$ cat src/rtl/vga_pkg.sv
// Shared definitions for the VGA raster sequencer.
//   mode_t      : one axis of a video mode (active length, sync start, sync end, total)
//   DEF_*_MODE  : 640x480@60 timing loaded at reset
//   mode_valid  : ordering check 0 < width < porch < synch < raw
package vga_pkg;

  typedef struct packed {
    logic [11:0] width;  // active pixels (h) or active lines (v)
    logic [11:0] porch;  // count at which sync becomes active
    logic [11:0] synch;  // count at which sync becomes inactive
    logic [11:0] raw;    // total counts per line (h) or per frame (v)
  } mode_t;

  localparam mode_t DEF_H_MODE = '{width: 12'd640, porch: 12'd656, synch: 12'd752, raw: 12'd800};
  localparam mode_t DEF_V_MODE = '{width: 12'd480, porch: 12'd490, synch: 12'd492, raw: 12'd525};

  // A mode is usable only if its regions are non-empty and strictly ordered;
  // this also guarantees raw >= 4, so raw-1 never underflows.
  function automatic logic mode_valid(input mode_t m);
    mode_valid = (m.width != 12'd0) && (m.width < m.porch) &&
                 (m.porch < m.synch) && (m.synch < m.raw);
  endfunction

endpackage

$ cat src/rtl/vga_axis_counter.sv
// One raster axis: a wrapping counter plus the shadow mode that governs it.
//   clk, rst_n  : clock, asynchronous active-low reset
//   advance     : step the counter this cycle
//   load        : replace the shadow mode with load_mode this cycle
//   load_mode   : mode to adopt when load is high
//   active_len  : shadow active length (width or height)
//   at_last     : counter sits at raw-1
//   in_active   : counter < width
//   in_sync     : porch <= counter < synch
module vga_axis_counter
  import vga_pkg::*;
#(
  parameter mode_t INIT_MODE = DEF_H_MODE
) (
  input  logic        clk,
  input  logic        rst_n,
  input  logic        advance,
  input  logic        load,
  input  mode_t       load_mode,
  output logic [11:0] active_len,
  output logic        at_last,
  output logic        in_active,
  output logic        in_sync
);

  logic [11:0] count;
  mode_t       shadow;

  // Position counter, wraps after raw-1 using the mode that was in force for this pass.
  always_ff @(posedge clk or negedge rst_n) begin
    if (!rst_n) begin
      count <= 12'd0;
    end else if (advance) begin
      count <= at_last ? 12'd0 : count + 12'd1;
    end
  end

  // Shadow mode: the only mode the raster ever sees.
  always_ff @(posedge clk or negedge rst_n) begin
    if (!rst_n) begin
      shadow <= INIT_MODE;
    end else if (load) begin
      shadow <= load_mode;
    end
  end

  assign active_len = shadow.width;
  assign at_last    = (count == shadow.raw - 12'd1);
  assign in_active  = (count < shadow.width);
  assign in_sync    = (count >= shadow.porch) && (count < shadow.synch);

endmodule

$ cat src/rtl/vga_timing_ctrl.sv
// Raster sequencer for the VGA pixel-source path.
// Drives the source's read strobe, line/frame pulses and width/height, and
// produces HSYNC/VSYNC/BLANK delayed to line up with the source's pixel output.
// Requested modes are validated and adopted only at the last clock of a frame.
//   i_pixclk, i_reset_n          : pixel clock, asynchronous active-low reset
//   i_hm_* / i_vm_*              : requested horizontal / vertical mode
//   o_width, o_height            : shadow active size, to the source
//   o_rd, o_newline, o_newframe  : registered raster strobes
//   o_hsync, o_vsync, o_blank    : sync/blank, SYNC_DELAY extra stages
//   o_mode_err                   : sticky, a rejected mode met a frame boundary
// INIT_H_MODE / INIT_V_MODE select the reset mode and must satisfy mode_valid.
module vga_timing_ctrl
  import vga_pkg::*;
#(
  parameter int unsigned SYNC_DELAY  = 2,
  parameter logic        HSYNC_POL   = 1'b0,
  parameter logic        VSYNC_POL   = 1'b0,
  parameter mode_t       INIT_H_MODE = DEF_H_MODE,
  parameter mode_t       INIT_V_MODE = DEF_V_MODE
) (
  input  logic        i_pixclk,
  input  logic        i_reset_n,
  input  logic [11:0] i_hm_width,
  input  logic [11:0] i_hm_porch,
  input  logic [11:0] i_hm_synch,
  input  logic [11:0] i_hm_raw,
  input  logic [11:0] i_vm_height,
  input  logic [11:0] i_vm_porch,
  input  logic [11:0] i_vm_synch,
  input  logic [11:0] i_vm_raw,
  output logic [11:0] o_width,
  output logic [11:0] o_height,
  output logic        o_rd,
  output logic        o_newline,
  output logic        o_newframe,
  output logic        o_hsync,
  output logic        o_vsync,
  output logic        o_blank,
  output logic        o_mode_err
);

  mode_t req_h;
  mode_t req_v;
  logic  h_last, h_active, h_sync;
  logic  v_last, v_active, v_sync;
  logic  frame_end, mode_ok, load;
  logic  hs_base, vs_base, bl_base;

  assign req_h = '{width: i_hm_width, porch: i_hm_porch, synch: i_hm_synch, raw: i_hm_raw};
  assign req_v = '{width: i_vm_height, porch: i_vm_porch, synch: i_vm_synch, raw: i_vm_raw};

  // h and v are adopted together or not at all, so a frame never mixes modes.
  assign frame_end = h_last && v_last;
  assign mode_ok   = mode_valid(req_h) && mode_valid(req_v);
  assign load      = frame_end && mode_ok;

  vga_axis_counter #(.INIT_MODE(INIT_H_MODE)) u_h (
    .clk        (i_pixclk),
    .rst_n      (i_reset_n),
    .advance    (1'b1),
    .load       (load),
    .load_mode  (req_h),
    .active_len (o_width),
    .at_last    (h_last),
    .in_active  (h_active),
    .in_sync    (h_sync)
  );

  vga_axis_counter #(.INIT_MODE(INIT_V_MODE)) u_v (
    .clk        (i_pixclk),
    .rst_n      (i_reset_n),
    .advance    (h_last),
    .load       (load),
    .load_mode  (req_v),
    .active_len (o_height),
    .at_last    (v_last),
    .in_active  (v_active),
    .in_sync    (v_sync)
  );

  // Sticky rejection flag; only reset clears it.
  always_ff @(posedge i_pixclk or negedge i_reset_n) begin
    if (!i_reset_n) begin
      o_mode_err <= 1'b0;
    end else if (frame_end && !mode_ok) begin
      o_mode_err <= 1'b1;
    end
  end

  // Raster strobes and undelayed sync/blank, registered from the counter state.
  always_ff @(posedge i_pixclk or negedge i_reset_n) begin
    if (!i_reset_n) begin
      o_rd       <= 1'b0;
      o_newline  <= 1'b0;
      o_newframe <= 1'b0;
      hs_base    <= ~HSYNC_POL;
      vs_base    <= ~VSYNC_POL;
      bl_base    <= 1'b1;
    end else begin
      o_rd       <= h_active && v_active;
      o_newline  <= h_last;
      o_newframe <= frame_end;
      hs_base    <= h_sync ? HSYNC_POL : ~HSYNC_POL;
      vs_base    <= v_sync ? VSYNC_POL : ~VSYNC_POL;
      bl_base    <= ~(h_active && v_active);
    end
  end

  // Sync/blank delay lines; bit 0 is the newest sample.
  generate
    if (SYNC_DELAY == 32'd0) begin : g_no_delay
      assign o_hsync = hs_base;
      assign o_vsync = vs_base;
      assign o_blank = bl_base;
    end else begin : g_delay
      logic [SYNC_DELAY-1:0] hs_pipe;
      logic [SYNC_DELAY-1:0] vs_pipe;
      logic [SYNC_DELAY-1:0] bl_pipe;

      // Shift the sync/blank samples down the pipe, held inactive in reset.
      always_ff @(posedge i_pixclk or negedge i_reset_n) begin
        if (!i_reset_n) begin
          hs_pipe <= {SYNC_DELAY{~HSYNC_POL}};
          vs_pipe <= {SYNC_DELAY{~VSYNC_POL}};
          bl_pipe <= {SYNC_DELAY{1'b1}};
        end else begin
          hs_pipe[0] <= hs_base;
          vs_pipe[0] <= vs_base;
          bl_pipe[0] <= bl_base;
          for (int unsigned i = 1; i < SYNC_DELAY; i++) begin
            hs_pipe[i] <= hs_pipe[i-1];
            vs_pipe[i] <= vs_pipe[i-1];
            bl_pipe[i] <= bl_pipe[i-1];
          end
        end
      end

      assign o_hsync = hs_pipe[SYNC_DELAY-1];
      assign o_vsync = vs_pipe[SYNC_DELAY-1];
      assign o_blank = bl_pipe[SYNC_DELAY-1];
    end
  endgenerate

endmodule
$ cat config.mk
export PLATFORM = sky130hd
export DESIGN_NAME = vga_timing_ctrl
export DESIGN_NICKNAME = d
export VERILOG_FILES = /design/src/rtl/vga_pkg.sv /design/src/rtl/vga_axis_counter.sv /design/src/rtl/vga_timing_ctrl.sv
export SDC_FILE = /design/constraint.sdc
export NUM_CORES = 1
export LEC_CHECK = 0
export ABC_AREA = 1
export ABC_CLOCK_PERIOD_IN_PS = 5700
export CAP_MARGIN = 20
export CORE_MARGIN = 5
export CORE_UTILIZATION = 50
export CTS_CLUSTER_SIZE = 10
export DETAILED_ROUTE_END_ITERATION = 10
export PLACE_DENSITY = 0.78
export SLEW_MARGIN = 0
export SYNTH_ARGS = -nofsm -noshare
export SYNTH_HDL_FRONTEND = slang
export SYNTH_SLANG_ARGS = --single-unit
$ cat constraint.sdc
create_clock -name i_pixclk -period 5.7 [get_ports i_pixclk]
set_input_delay 0.855 -clock i_pixclk [delete_from_list [all_inputs] [get_ports i_pixclk]]
set_output_delay 0.855 -clock i_pixclk [all_outputs]
set_load 0.01 [all_outputs]
==> impl_metrics.toml <==
[setup_path]
cpMaxStageDelayCell = "nor2_4"
worst_r2r_path_depth = 13
critPathMaxFanout = 44
path_cells = "inv_2 > ha_1 > nand3_2 > o21ai_1 > nand2_1 > nand2_1 > nand2_1 > nor2_1 > nand3_2 > nor2_4 > buf_4 > nand3_1 > nand2_1"
rr_startpoint = "u_h.shadow[0]"
crit_path_start = "u_h.shadow[0]"
crit_type = "reg2reg"
worstSetupEndpoint = "u_h.active_len[11]"
cp_slowest_stage_delay_ns = 0.97
reg2reg_slack_ns = 2.05
worstPathArrival_ns = 4.01
startpoint_type = "flip-flop"
cpMostUsedCell = "nand2_1"
cp_top_family = "simple AND/OR/NAND/NOR gates"
critical_path_required_ns = 6.06
end_kind = "flip-flop"
cp.depth = 13
path_buf_inv = 2
reg2reg_to = "u_h.active_len[11]"

[place]
globalplace.congestion = 0.889
dp.cells = 1901
dp_hpwl_um = 22600
port-buffer-count = 128

[sta]
period_minus_slack_ns = 3.65
maxClockFrequency_mhz = 274
final_max_slew_viol_count = 0
tightest_slew_ns = 1.10
hold_viol_final = 0
fin_skew_ns = 0.00902
fin_tns_setup_ns = 0
setup_viol = 0
slew_headroom_pct = 26.6
rsz0062_at_grt = "false"
final.period_utilization_pct = 64.0

[grt]
grtUsageTotal_pct = 23.9
first_global_vias = 9635
grt_max_degree = 97
grt_pass1_wl_um = 47400
grt_overflow = 0
antenna_found_initial = 0

[power]
power.density_nw_per_um2 = 182
combPwrFrac_pct = 11.7
ir_worst_vdd_mv = 0.184
p_sw_uw = 598
leakagePower_nw = 6.83
internal-power_mw = 1.72
p_clk_share_pct = 47.3
netSwitchingFraction_pct = 25.8
p_total_mw = 2.31
p_seq_share_pct = 40.9

[finish]
synthToLayoutAreaGrowth_pct = 17.8
most-common-layout-cells = "500 x nand2_1, 256 x inv_1, 155 x nand3_1"
antenna_cells = 0
stdcell_count = 1934
nets = 1882
drive_above_1_share_pct = 6.69
final_common_cell = "nand2_1"

[clocking]
clock_sinks = 133
cts_max_path_buffers = 2
htree_num_levels = 4
cts_resized = 0
cts_hold_buf = 0
clock_latency_ns = 0.43
tritoncts = "built"
root_buffer = "clkbuf_16"
postCtsSetupBuffers = 0
cts.clk_slew.worst_paths_ns = 0.06
cts_buffers = 17

[floorplanning]
core-area_um2 = 21200
ios = 129
start_util_pct = 51.0
die_height_um = 157
die_x_um = 157
die-area_um2 = 24600
fp-row-count = 53

[yosys]
syn-num-nets = 1786
syn_area_um2 = 10800
synth_edf_count = 0
synth_ff_type = "dfrtp_1"
synth_cells = 1550
syn_area_per_cell_um2 = 6.96
synth.area.top_cells = "dfrtp_1 21%, nand2_1 17%, ha_1 16%, dfstp_2 10%, inv_1 8.9%"
yosysTopAreaCellShare_pct = 21.1
ys_ff_latch = 133
seq_area_frac_synth_pct = 31.3
synth_area_leader_cell = "dfrtp_1"
yosysWarningCount = 0
async_reset_ff_share_pct = 100
synth.distinct_cells = 39

[detailed_routing]
vias_per_cell = 5.27
routed-via-count = 10200
remaining_drc_errors = 0
drt-initial-drc-count = 724
drt_first_pass_iters = 6
wl_per_cell_um = 15.1
ant_nets = 0
drt_wl_total_um = 29100

[flow_run]
maxCapViolCount = 0

[run_status]
status = "finished clean"

[hold_path]
min_path_type = "reg2reg"
==> worst reg2reg max path, delay by kind of cell, from the launching register on <==
| kind | cells | cell delay (ns) |
|---|---|---|
| buf+inv | 2 | 0.54 |
| flops | 1 | 0.44 |
| fa+ha+maj | 1 | 0.24 |
| compound gates | 1 | 0.22 |
| simple gates | 9 | 2.16 |
==> kinds of logic (layout without fill, tap and decap cells) <==
group | Yosys count | after routing | synth area share, %
flip-flops | 133 | 133 | 31.3
buffers and inverters | 325 | 434 | 13.0
AO/OA/AOI/OAI | 107 | 107 | 5.36
adder cells (fa/ha/maj) | 138 | 138 | 16.0
AND/OR/NAND/NOR | 818 | 818 | 31.9
XOR/XNOR | 29 | 29 | 2.35
==> sequential cells by signal (all words and copies together) (netlist names) <==
register and cells:
u_h.shadow 36, u_v.shadow 36, u_h.active_len 12, u_h.count 12, u_v.active_len 12, u_v.count 12
g_delay.bl_pipe 2, g_delay.hs_pipe 2, g_delay.vs_pipe 2, bl_base 1, hs_base 1, o_mode_err 1
o_newframe 1, o_newline 1, o_rd 1, vs_base 1
==> cell type report <==
type	count	area, µm²
clock inverter	13	150
sequential	133	3380
clock buffer	19	433
multi-input combinational	1092	6020
timing repair buffer	135	1380
inverter	267	1000
tap	275	344
fill	1854	8440
==> per-layer routing <==
| layer | share of wire, % | up-vias | GRT usage (%) |
|---|---|---|---|
| li1 | - | 5047 | - |
| met5 | 0 | - | 0 |
| met4 | 1.9 | 0 | 6.40 |
| met3 | 6.2 | 46 | 3.84 |
| met2 | 46 | 350 | 38.2 |
| met1 | 46 | 4742 | 33.7 |
==> through the flow <==
stage                     utilization, %  worst slack, ns  cell area [µm²]  hold WS (ns)
after floorplan                        -             3.11            10800         0.345
after global placement              57.2             1.65            12100         0.346
after detailed placement            57.2             1.54            12100         0.347
after CTS                           60.0             1.96            12700         0.353
after global routing                60.1             1.72            12700         0.357
final                               60.1             2.05            12700         0.353
==> cell usage after synthesis, types with 9 or more instances <==
| library cell | number |
|---|---|
| nor2_2 | 9 |
| nor3_1 | 11 |
| buf_6 | 10 |
| nand3_1 | 155 |
| buf_2 | 13 |
| o21ai_0 | 27 |
| inv_1 | 256 |
| nor2_1 | 100 |
| buf_4 | 24 |
| dfrtp_1 | 91 |
| a21oi_1 | 61 |
| xor2_1 | 18 |
| inv_2 | 9 |
| ha_1 | 138 |
| nand3b_1 | 14 |
| clkbuf_1 | 11 |
| nand4_1 | 10 |
| xnor2_1 | 11 |
| dfstp_2 | 42 |
| nand2_1 | 500 |
==> worst min-delay path by stage <==
| stage | endpoint | slack (ns) | cells past startpoint | start |
|---|---|---|---|---|
| after detailed placement | g_delay.hs_pipe[0] | 0.35 | 0 | hs_base |
| after global placement | g_delay.hs_pipe[0] | 0.35 | 0 | hs_base |
| after CTS | g_delay.vs_pipe[0] | 0.35 | 0 | vs_base |
| after floorplan | g_delay.bl_pipe[0] | 0.35 | 0 | bl_base |
| after global routing | g_delay.vs_pipe[1] | 0.36 | 0 | g_delay.vs_pipe[0] |
| final | g_delay.vs_pipe[0] | 0.35 | 0 | vs_base |
==> power groups by stage <==
| stage | Sequential [mW] | Combinational, mW | Clock [mW] |
|---|---|---|---|
| 2_1_floorplan | 0.963 | 0.119 | 0 |
| 3_3_place_gp | 0.963 | 0.261 | 0 |
| 3_5_place_dp | 0.963 | 0.269 | 0 |
| 4_1_cts | 0.947 | 0.271 | 1.11 |
| 5_1_grt | 0.946 | 0.305 | 1.15 |
| 6_report | 0.947 | 0.271 | 1.10 |
(Power assumes the default switching activity.)
